### src/rtl/instr_fetch_estu_if.sv
// Instruction memory read port between the fetch stage (master) and the
// synchronous instruction memory (slave).
interface instr_fetch_estu_if #(
   parameter int INSTR_W = 32,
   parameter int ADDR_W  = 8
) ();
   logic [ADDR_W-1:0]  mem_addr;
   logic               mem_rd_en;
   logic [INSTR_W-1:0] mem_rdata;

   modport master (
      output mem_addr,
      output mem_rd_en,
      input  mem_rdata
   );

   modport slave (
      input  mem_addr,
      input  mem_rd_en,
      output mem_rdata
   );
endinterface

### src/rtl/instr_fetch_estu.sv
// Fetch stage feeding the ESTU control FSM: issues one instruction memory read
// per fetch request, holds the returned word and exposes its decoded flags.
module instr_fetch_estu #(
   parameter int INSTR_W = 32,
   parameter int ADDR_W  = 8,
   parameter int MEM_LAT = 1   // legal range 1..4
) (
   input  logic                 clk,
   input  logic                 rst,
   input  logic                 fetch_instr,
   input  logic                 clr_pc,
   instr_fetch_estu_if.master   mem,
   output logic                 valid_instr,
   output logic                 last_instr,
   output logic                 use_v,
   output logic                 v_gen_id,
   output logic [INSTR_W-4:0]   instr_payload,
   output logic [ADDR_W-1:0]    pc,
   output logic                 pc_wrap
);

   localparam int               CNT_W    = 3;
   localparam logic [CNT_W-1:0] LAT_LOAD = CNT_W'(MEM_LAT);

   typedef enum logic [1:0] {
      IDLE = 2'd0,
      READ = 2'd1,
      HOLD = 2'd2
   } state_t;

   state_t             state_reg;
   state_t             state_next;
   logic [CNT_W-1:0]   cnt_reg;
   logic [ADDR_W-1:0]  pc_reg;
   logic [ADDR_W-1:0]  addr_reg;
   logic               rd_en_reg;
   logic               wrap_reg;
   logic [INSTR_W-1:0] instr_reg;
   logic               issue_read;
   logic               capture;

   always_ff @(posedge clk or negedge rst) begin
      if (!rst) begin
         state_reg <= IDLE;
      end else begin
         state_reg <= state_next;
      end
   end

   // clr_pc outranks everything, so a fetch arriving with it never issues a read.
   always_comb begin
      state_next = state_reg;
      issue_read = 1'b0;
      capture    = 1'b0;
      if (clr_pc) begin
         state_next = IDLE;
      end else begin
         case (state_reg)
            IDLE: begin
               if (fetch_instr) begin
                  state_next = READ;
                  issue_read = 1'b1;
               end
            end
            READ: begin
               if (cnt_reg == '0) begin
                  state_next = HOLD;
                  capture    = 1'b1;
               end
            end
            HOLD: begin
               if (fetch_instr) begin
                  state_next = READ;
                  issue_read = 1'b1;
               end
            end
            default: begin
               state_next = IDLE;
            end
         endcase
      end
   end

   always_ff @(posedge clk or negedge rst) begin
      if (!rst) begin
         cnt_reg   <= '0;
         pc_reg    <= '0;
         addr_reg  <= '0;
         rd_en_reg <= 1'b0;
         wrap_reg  <= 1'b0;
         instr_reg <= '0;
      end else begin
         rd_en_reg <= issue_read;
         if (clr_pc) begin
            // Dropping the counter discards whatever the memory returns later.
            pc_reg   <= '0;
            wrap_reg <= 1'b0;
            cnt_reg  <= '0;
         end else begin
            if (issue_read) begin
               addr_reg <= pc_reg;
               cnt_reg  <= LAT_LOAD;
            end else if (state_reg == READ && cnt_reg != '0) begin
               cnt_reg <= cnt_reg - CNT_W'(1);
            end
            if (capture) begin
               instr_reg <= mem.mem_rdata;
               pc_reg    <= pc_reg + ADDR_W'(1);
               if (&pc_reg) begin
                  wrap_reg <= 1'b1;
               end
            end
         end
      end
   end

   assign mem.mem_addr  = addr_reg;
   assign mem.mem_rd_en = rd_en_reg;

   // Decoded fields come only from the held word, never from mem_rdata directly.
   assign valid_instr   = (state_reg == HOLD);
   assign last_instr    = instr_reg[INSTR_W-1];
   assign use_v         = instr_reg[INSTR_W-2];
   assign v_gen_id      = instr_reg[INSTR_W-3];
   assign instr_payload = instr_reg[INSTR_W-4:0];
   assign pc            = pc_reg;
   assign pc_wrap       = wrap_reg;

endmodule

### src/flat_wrapper.sv
// flat-port wrapper written by rule: the top's interface ports become plain ports
module instr_fetch_estu_flat 
#(
   parameter int INSTR_W = 32,
   parameter int ADDR_W  = 8,
   parameter int MEM_LAT = 1                      
)
  (clk, rst, fetch_instr, clr_pc, valid_instr, last_instr, use_v, v_gen_id, instr_payload, pc, pc_wrap, mem_mem_addr, mem_mem_rd_en, mem_mem_rdata);
  instr_fetch_estu_if #(.INSTR_W(INSTR_W), .ADDR_W(ADDR_W)) mem_i ();
  input  logic clk;
  input  logic rst;
  input  logic fetch_instr;
  input  logic clr_pc;
  output logic valid_instr;
  output logic last_instr;
  output logic use_v;
  output logic v_gen_id;
  output logic [INSTR_W-4:0] instr_payload;
  output logic [ADDR_W-1:0] pc;
  output logic pc_wrap;
  output wire logic [$bits(mem_i.mem_addr)-1:0] mem_mem_addr;
  output wire logic [$bits(mem_i.mem_rd_en)-1:0] mem_mem_rd_en;
  input wire logic [$bits(mem_i.mem_rdata)-1:0] mem_mem_rdata;
  assign mem_mem_addr = mem_i.mem_addr;
  assign mem_mem_rd_en = mem_i.mem_rd_en;
  assign mem_i.mem_rdata = mem_mem_rdata;
  instr_fetch_estu #(.INSTR_W(INSTR_W), .ADDR_W(ADDR_W), .MEM_LAT(MEM_LAT)) u_core (.clk(clk), .rst(rst), .fetch_instr(fetch_instr), .clr_pc(clr_pc), .mem(mem_i), .valid_instr(valid_instr), .last_instr(last_instr), .use_v(use_v), .v_gen_id(v_gen_id), .instr_payload(instr_payload), .pc(pc), .pc_wrap(pc_wrap));
endmodule
### config.mk
export PLATFORM = sky130hd
export DESIGN_NAME = instr_fetch_estu_flat
export DESIGN_NICKNAME = d
export VERILOG_FILES = /design/src/rtl/instr_fetch_estu_if.sv /design/src/rtl/instr_fetch_estu.sv /design/src/flat_wrapper.sv
export SDC_FILE = /design/constraint.sdc
export NUM_CORES = 1
export LEC_CHECK = 0
export CORE_MARGIN = 1
export CORE_UTILIZATION = 46
export DETAILED_ROUTE_END_ITERATION = 12
export GPL_TIMING_DRIVEN = 0
export MAX_ROUTING_LAYER = met4
export PLACE_DENSITY = 0.84
export SYNTH_ARGS = -nofsm -noshare
export SYNTH_HDL_FRONTEND = slang
export SYNTH_SLANG_ARGS = --single-unit
### constraint.sdc
create_clock -name clk -period 2.9 [get_ports clk]
set_input_delay 0.725 -clock clk [delete_from_list [all_inputs] [get_ports clk]]
set_output_delay 0.725 -clock clk [all_outputs]
set_load 0.005 [all_outputs]
==> results by group, run 1 <==
Clock network
  – Post-CTS Resized: 0
  – Root buffer cell: clkbuf_8
  – Max Root-Sink Buffers: 2
  – CTS hold repair buffers: 0
  – Clock Sinks: 55
  – Clock transition at path regs: 0.09 ns
  – Setup bufs post-CTS: 0
  – Num CTS Buffers: 5
  – TritonCTS clock tree: done
  – H-tree Lvls: 2
  – Clk_lat worst skew: about 0.30 ns

Pwr
  – Sw frac: 0.234
  – Leakage: 1.38 nW
  – Pwr per Cell Area: 633 nW/um2
  – Clock share of power: 0.217
  – VDD IR max: between 300 and 400 uV
  – NetSw: approximately 490 uW
  – Comb power frac: 0.297
  – Int Power: 1.59 mW
  – Tot Pwr: between 2 and 2.5 mW
  – Reg power frac: 0.486

Worst setup path
  – WS Path Type: register to primary output
  – Max stage delay cell, worst path: clkdlybuf4s50_1
  – CP max stage delay: 0.52 ns
  – CP Capture Type: primary output
  – Critical Path Source Type: register
  – Arrival time worst endpoint: 1.39 ns
  – Crit path cell chain: nor2b_1 -> clkdlybuf4s50_1
  – CP required: between 2 and 2.5 ns
  – Worst-path fanout max: 5

Layout
  – Most common cell after layout, fill and taps aside: clkdlybuf4s50_1
  – Most frequent cells in the layout: clkdlybuf4s50_1 (85), dfrtp_1 (55), mux2_2 (39), a21oi_1 (10), clkbuf_8 (7)
  – Final net count: approximately 290
  – Filler Cell Count: roughly 320
  – Ratio of cells with drive above 1 in the final layout: 0.215
  – Area delta synth->final: 47.0%
  – # diodes: 0
  – Max reg flops: 32

STA
  – PnR worst setup slack: 0.784 ns
  – Rel. slew slack: 0.449
  – Fmax: roughly 470 MHz
  – Fin crit period: between 2 and 2.5 ns
  – Final setup skew: slightly below 0.005 ns
  – Tcrit/Tclk final: 0.730
  – Final Setup Violations: 0
  – Final Hold Vio Count: 0
  – Worst-margin pin slew: roughly 0.83 ns
  – Final slew viol count: 0
  – RSZ-0062 raised after global routing: false

Run status
  – Outcome: complete, no violations

Floorplan
  – Row count: 24
  – Die ar.: 5130 um2
  – Die span in x: approximately 72 um
  – Placeable Area: ~4500 um2
  – Starting Density: 0.495
  – # IOs: 87
  – Die height: 71.6 um

Min path
  – Min-Delay Path Class: register to register

Detailed routing
  – Vias per cell: ~5.3
  – First DRT Iteration DRCs: 61
  – Final ANT Viol Nets: 0
  – Pre-antenna DRT Iters: 4
  – Via count: between 1,500 and 2,000
  – Average routed wire per standard cell: between 10 and 15 um
  – WL final: between 4000 and 5000 um
  – DRC viols: 0

Yosys
  – Synth Net Count: 200
  – Sequential area share after synthesis: 0.617
  – Warnings from Yosys: 0
  – Yosys reg bits: 55
  – Mean Syn Cell Area: between 10 and 15 um2
  – Synth Cell Area: roughly 2200 um2
  – Gate Count Post-Synth: 161
  – Count of cell types in the netlist: 27

Placement
  – Number of port buffers: 86
  – DP Wirelength: ~3200 um
  – Routability-driven placement congestion ratio: ~0.83
  – Placement Setup Slack: 0.629 ns

Global route
  – Overflow after GRT: 0
  – Vias in the first global route: between 1,500 and 2,000
  – Initial antenna violation count: 0
  – Gr usage total: 0.193
  – Largest net degree at the start of global routing: 36
  – Global-route wire length before repair: about 7400 um

Run
  – Maxcap violations: 0
## power by group through the flow
stage | clock, mW | sequential, mW | combinational [mW]
after floorplan | 0 | 1.04 | 0.183
after global placement | 0 | 1.02 | 0.609
after detailed placement | 0 | 1.03 | 0.624
after CTS | 0.463 | 1.01 | 0.626
after global routing | 0.493 | 1.03 | 0.667
final | 0.451 | 1.01 | 0.616
## critical path, delay by kind of cell, from the launching register on
| kind | cells | cell delay [ns] |
|---|---|---|
| AND/OR/NAND/NOR | 1 | 0.16 |
| flip-flops | 1 | 0.42 |
| buffers and inverters | 1 | 0.52 |
## stage by stage
stage | hold slack (ns) | TNS (ns) | cell area, um2 | std cells | util
floorplan | 0.429 | 0 | 2230 | 161 | -
global placement | 0.470 | -31.52 | 3160 | 299 | 0.701
detailed placement | 0.481 | 0 | 3180 | 300 | 0.706
CTS | 0.502 | 0 | 3280 | 308 | 0.728
global route | 0.521 | 0 | 3280 | 308 | 0.728
finish | 0.500 | 0 | 3280 | 308 | 0.728
## cell type report
cell class / instances / area [um2] / area share
Inverter: 6 / 22.5 / 0.00687
Multi-Input combinational cell: 94 / 796 / 0.243
Sequential cell: 55 / 1380 / 0.420
Buffer: 6 / 36.3 / 0.0111
Tap cell: 52 / 65.1 / 0.0198
Timing Repair Buffer: 87 / 883 / 0.269
Clock buffer: 8 / 100 / 0.0305
## logic make-up after synthesis
| kind of cell | Yosys count | synth area share |
|---|---|---|
| buffers and inverters | 12 | 0.0264 |
| xor gates and xnor gates | 1 | 0.00393 |
| and+or+nand+nor | 28 | 0.0729 |
| adders and majority gates | 3 | 0.0168 |
| AOI/OAI and AO/OA | 21 | 0.0567 |
| muxes | 41 | 0.206 |
| DFF | 55 | 0.617 |
## path summary, 6_finish.rpt
kind	cells after the start	to	startpoint	slack, ns
min reg2reg	1	u_core.instr_reg[28]$_DFFE_PN0P_	u_core.instr_reg[28]$_DFFE_PN0P_	0.50
min in group asynchronous	1	u_core.instr_reg[5]$_DFFE_PN0P_	rst	0.51
max reg2reg	7	u_core.instr_reg[2]$_DFFE_PN0P_	u_core.cnt_reg[0]$_DFFE_PN0P_	0.97
min	1	u_core.instr_reg[28]$_DFFE_PN0P_	u_core.instr_reg[28]$_DFFE_PN0P_	0.50
max	2	valid_instr	u_core.state_reg[0]$_DFFE_PN0P_	0.78
max in group asynchronous	2	u_core.instr_reg[21]$_DFFE_PN0P_	rst	1.82
## routing by layer
metal  track usage  vias up  wire length (um)
met5             -        -                 0
met4        0.0719        0                72
met3        0.0549        8               368
met2         0.301       72              2130
met1         0.242      785              1960
li1              -      759                 -
## cell usage after synthesis
library cell / number / area [um2]
dfrtp_1: 55 / 1380
mux2_2: 39 / 439
a21oi_1: 10 / 50.1
inv_1: 6 / 22.5
nand2_1: 6 / 22.5
or4_1: 5 / 37.5
nand2b_1: 4 / 25.0
o31ai_1: 4 / 30.0
buf_4: 3 / 22.5
ha_1: 3 / 37.5
nand3_1: 3 / 15.0
o21ai_0: 3 / 15.0
buf_2: 2 / 10.0
nor2_1: 2 / 7.51
nor2_2: 2 / 12.5
nor2b_1: 2 / 12.5
or3_1: 2 / 12.5
a21o_1: 1 / 7.51
a311oi_1: 1 / 8.76
a31oi_1: 1 / 6.26
clkbuf_1: 1 / 3.75
mux2_1: 1 / 11.3
mux2i_1: 1 / 10.0
nand4_1: 1 / 6.26
nand4bb_1: 1 / 11.3
o41ai_1: 1 / 8.76
xor2_1: 1 / 8.76
(Power assumes the default switching activity.)
==> inputs of run 2 (changes only) <==
- CORE_UTILIZATION: 46 -> 43
- PLACE_DENSITY: 0.84 -> 0.79
- clock period: 2.9 -> 2.1 ns (I/O delays scaled with it)
==> results by group, run 2 (synthesis gave the netlist of run 1 again) <==
Clock network
  – Root buffer cell: clkbuf_8
  – Clk_lat worst skew: ~0.3 ns
  – CTS hold repair buffers: 0
  – Clock Sinks: between 50 and 60
  – Clock transition at path regs: about 0.090 ns
  – TritonCTS clock tree: done
  – Post-CTS Resized: 0
  – Setup bufs post-CTS: 0
  – Num CTS Buffers: 5
  – H-tree Lvls: 2
  – Max Root-Sink Buffers: 2

Layout
  – Area occupied by multi-input gates: around 800 um2
  – Most frequent cells in the layout: clkdlybuf4s50_1 (85), dfrtp_1 (55), mux2_2 (39), a21oi_1 (10)
  – Max reg flops: 32
  – Register area: approximately 1400 um2
  – # diodes: 0
  – Area delta synth->final: 47.6%
  – Final net count: 294
  – Most common cell after layout, fill and taps aside: clkdlybuf4s50_1
  – Ratio of cells with drive above 1 in the final layout: 0.212
  – Filler Cell Count: roughly 380

Pwr
  – Tot Pwr: approximately 3 mW
  – Pwr per Cell Area: between 800 and 900 nW/um2
  – Leakage: around 1.4 nW
  – VDD IR max: between 500 and 600 uV

Detailed routing
  – First DRT Iteration DRCs: 54
  – Max Used Layer: met4
  – Via count: 1,605
  – Vias per cell: between 4 and 5
  – Met2 wire len: 2340 um
  – Metal3 WL: approximately 290 um
  – Average routed wire per standard cell: 14.7 um
  – Pre-antenna DRT Iters: 4
  – Wl on met1: 2070 um
  – Final ANT Viol Nets: 0
  – DRC viols: 0
  – WL final: approximately 4700 um

Floorplan
  – Die span in x: 74.0 um
  – Row count: 25
  – Starting Density: 0.460
  – Die height: 74.0 um
  – Placeable Area: roughly 4800 um2
  – # IOs: just under 90
  – Die ar.: approximately 5500 um2

Global route
  – Global-route wire length before repair: ~7700 um
  – Largest net degree at the start of global routing: 31
  – Overflow after GRT: 0
  – Vias in the first global route: 1,575
  – Gr usage total: 0.191
  – Initial antenna violation count: 0

STA
  – Fmax: slightly above 500 MHz
  – Worst-margin pin slew: roughly 0.72 ns
  – Final setup skew: between 0.002 and 0.003 ns
  – Min Hold Slack: ~0.27 ns
  – Setup TNS: 0 ns
  – Fin crit period: roughly 1.9 ns
  – Tcrit/Tclk final: 0.916
  – Final Hold Vio Count: 0
  – Final Setup Violations: 0
  – RSZ-0062 raised after global routing: false
  – Final slew viol count: 0
  – Rel. slew slack: 0.518

Worst setup path
  – Worst-path fanout max: 5
  – WS Path Type: register to primary output
  – CP Capture Type: primary output
  – Arrival time worst endpoint: around 1.4 ns
  – Reg2Reg Depth: 7
  – Critical Path Source Type: register
  – CP required: approximately 1.6 ns

Min path
  – Min-Delay Path Class: input pin to asynchronous set/reset pin

Run
  – Maxcap violations: 0

Placement
  – Routability-driven placement congestion ratio: 0.787
  – Number of port buffers: 86
  – DP Wirelength: around 3500 um

Run status
  – Outcome: complete, no violations
==> run 2: cell count changes in the layout (fill, tap and decap cells not counted) <==
cell | before | now
buf_12 | 0 | 1
buf_16 | 1 | 0
bufinv_16 | 0 | 1
clkbuf_8 | 7 | 5
==> run 2: metrics by stage <==
step | instances | area (um2) | setup slack, ns | util
floorplan | 161 | 2230 | 0.447 | -
global placement | 314 | 3180 | -1.17 | 0.655
detailed placement | 315 | 3190 | 0.0271 | 0.658
CTS | 322 | 3290 | 0.167 | 0.679
global route | 322 | 3290 | 0.0793 | 0.679
finish | 322 | 3290 | 0.175 | 0.679
==> run 2: path summary, 6_finish.rpt <==
kind                                                        from                          endpoint  slack [ns]
worst max-delay path             u_core.state_reg[0]$_DFFE_PN0P_                       valid_instr        0.18
worst min-delay path                                         rst   u_core.instr_reg[5]$_DFFE_PN0P_        0.27
worst max register to register     u_core.cnt_reg[0]$_DFFE_PN0P_   u_core.instr_reg[3]$_DFFE_PN0P_        0.23
worst min register to register  u_core.instr_reg[28]$_DFFE_PN0P_  u_core.instr_reg[28]$_DFFE_PN0P_        0.49
max in group asynchronous                                    rst          u_core.pc[5]$_DFFE_PN0P_        1.24
min in group clk                u_core.instr_reg[28]$_DFFE_PN0P_  u_core.instr_reg[28]$_DFFE_PN0P_        0.49
==> run 2: area by class of cell <==
class | count | share of cell area
tap | 67 | 0.0255
sequential | 55 | 0.418
clock inverter | 1 | 0.00912
inverter | 6 | 0.00684
multi-input combinational | 94 | 0.242
buffer | 6 | 0.0110
clock buffer | 6 | 0.0220
timing repair buffer | 87 | 0.266
==> run 2: power breakdown <==
part,leakage [nW],switching (mW),internal (mW)
clock network,0.0513,0.318,0.350
registers,0.696,0.112,1.28
logic,0.632,0.241,0.609
==> run 2: critical path, stage by stage, from the launching register on <==
cell and delay (ns):
dfrtp_1 0.42, nor2b_1 0.16, clkdlybuf4s50_1 0.52
==> run 2: routing by layer <==
layer,global-route usage,vias to the layer above
met5,-,-
met4,0.0534,0
met3,0.0461,5
met2,0.309,58
met1,0.239,786
li1,-,756
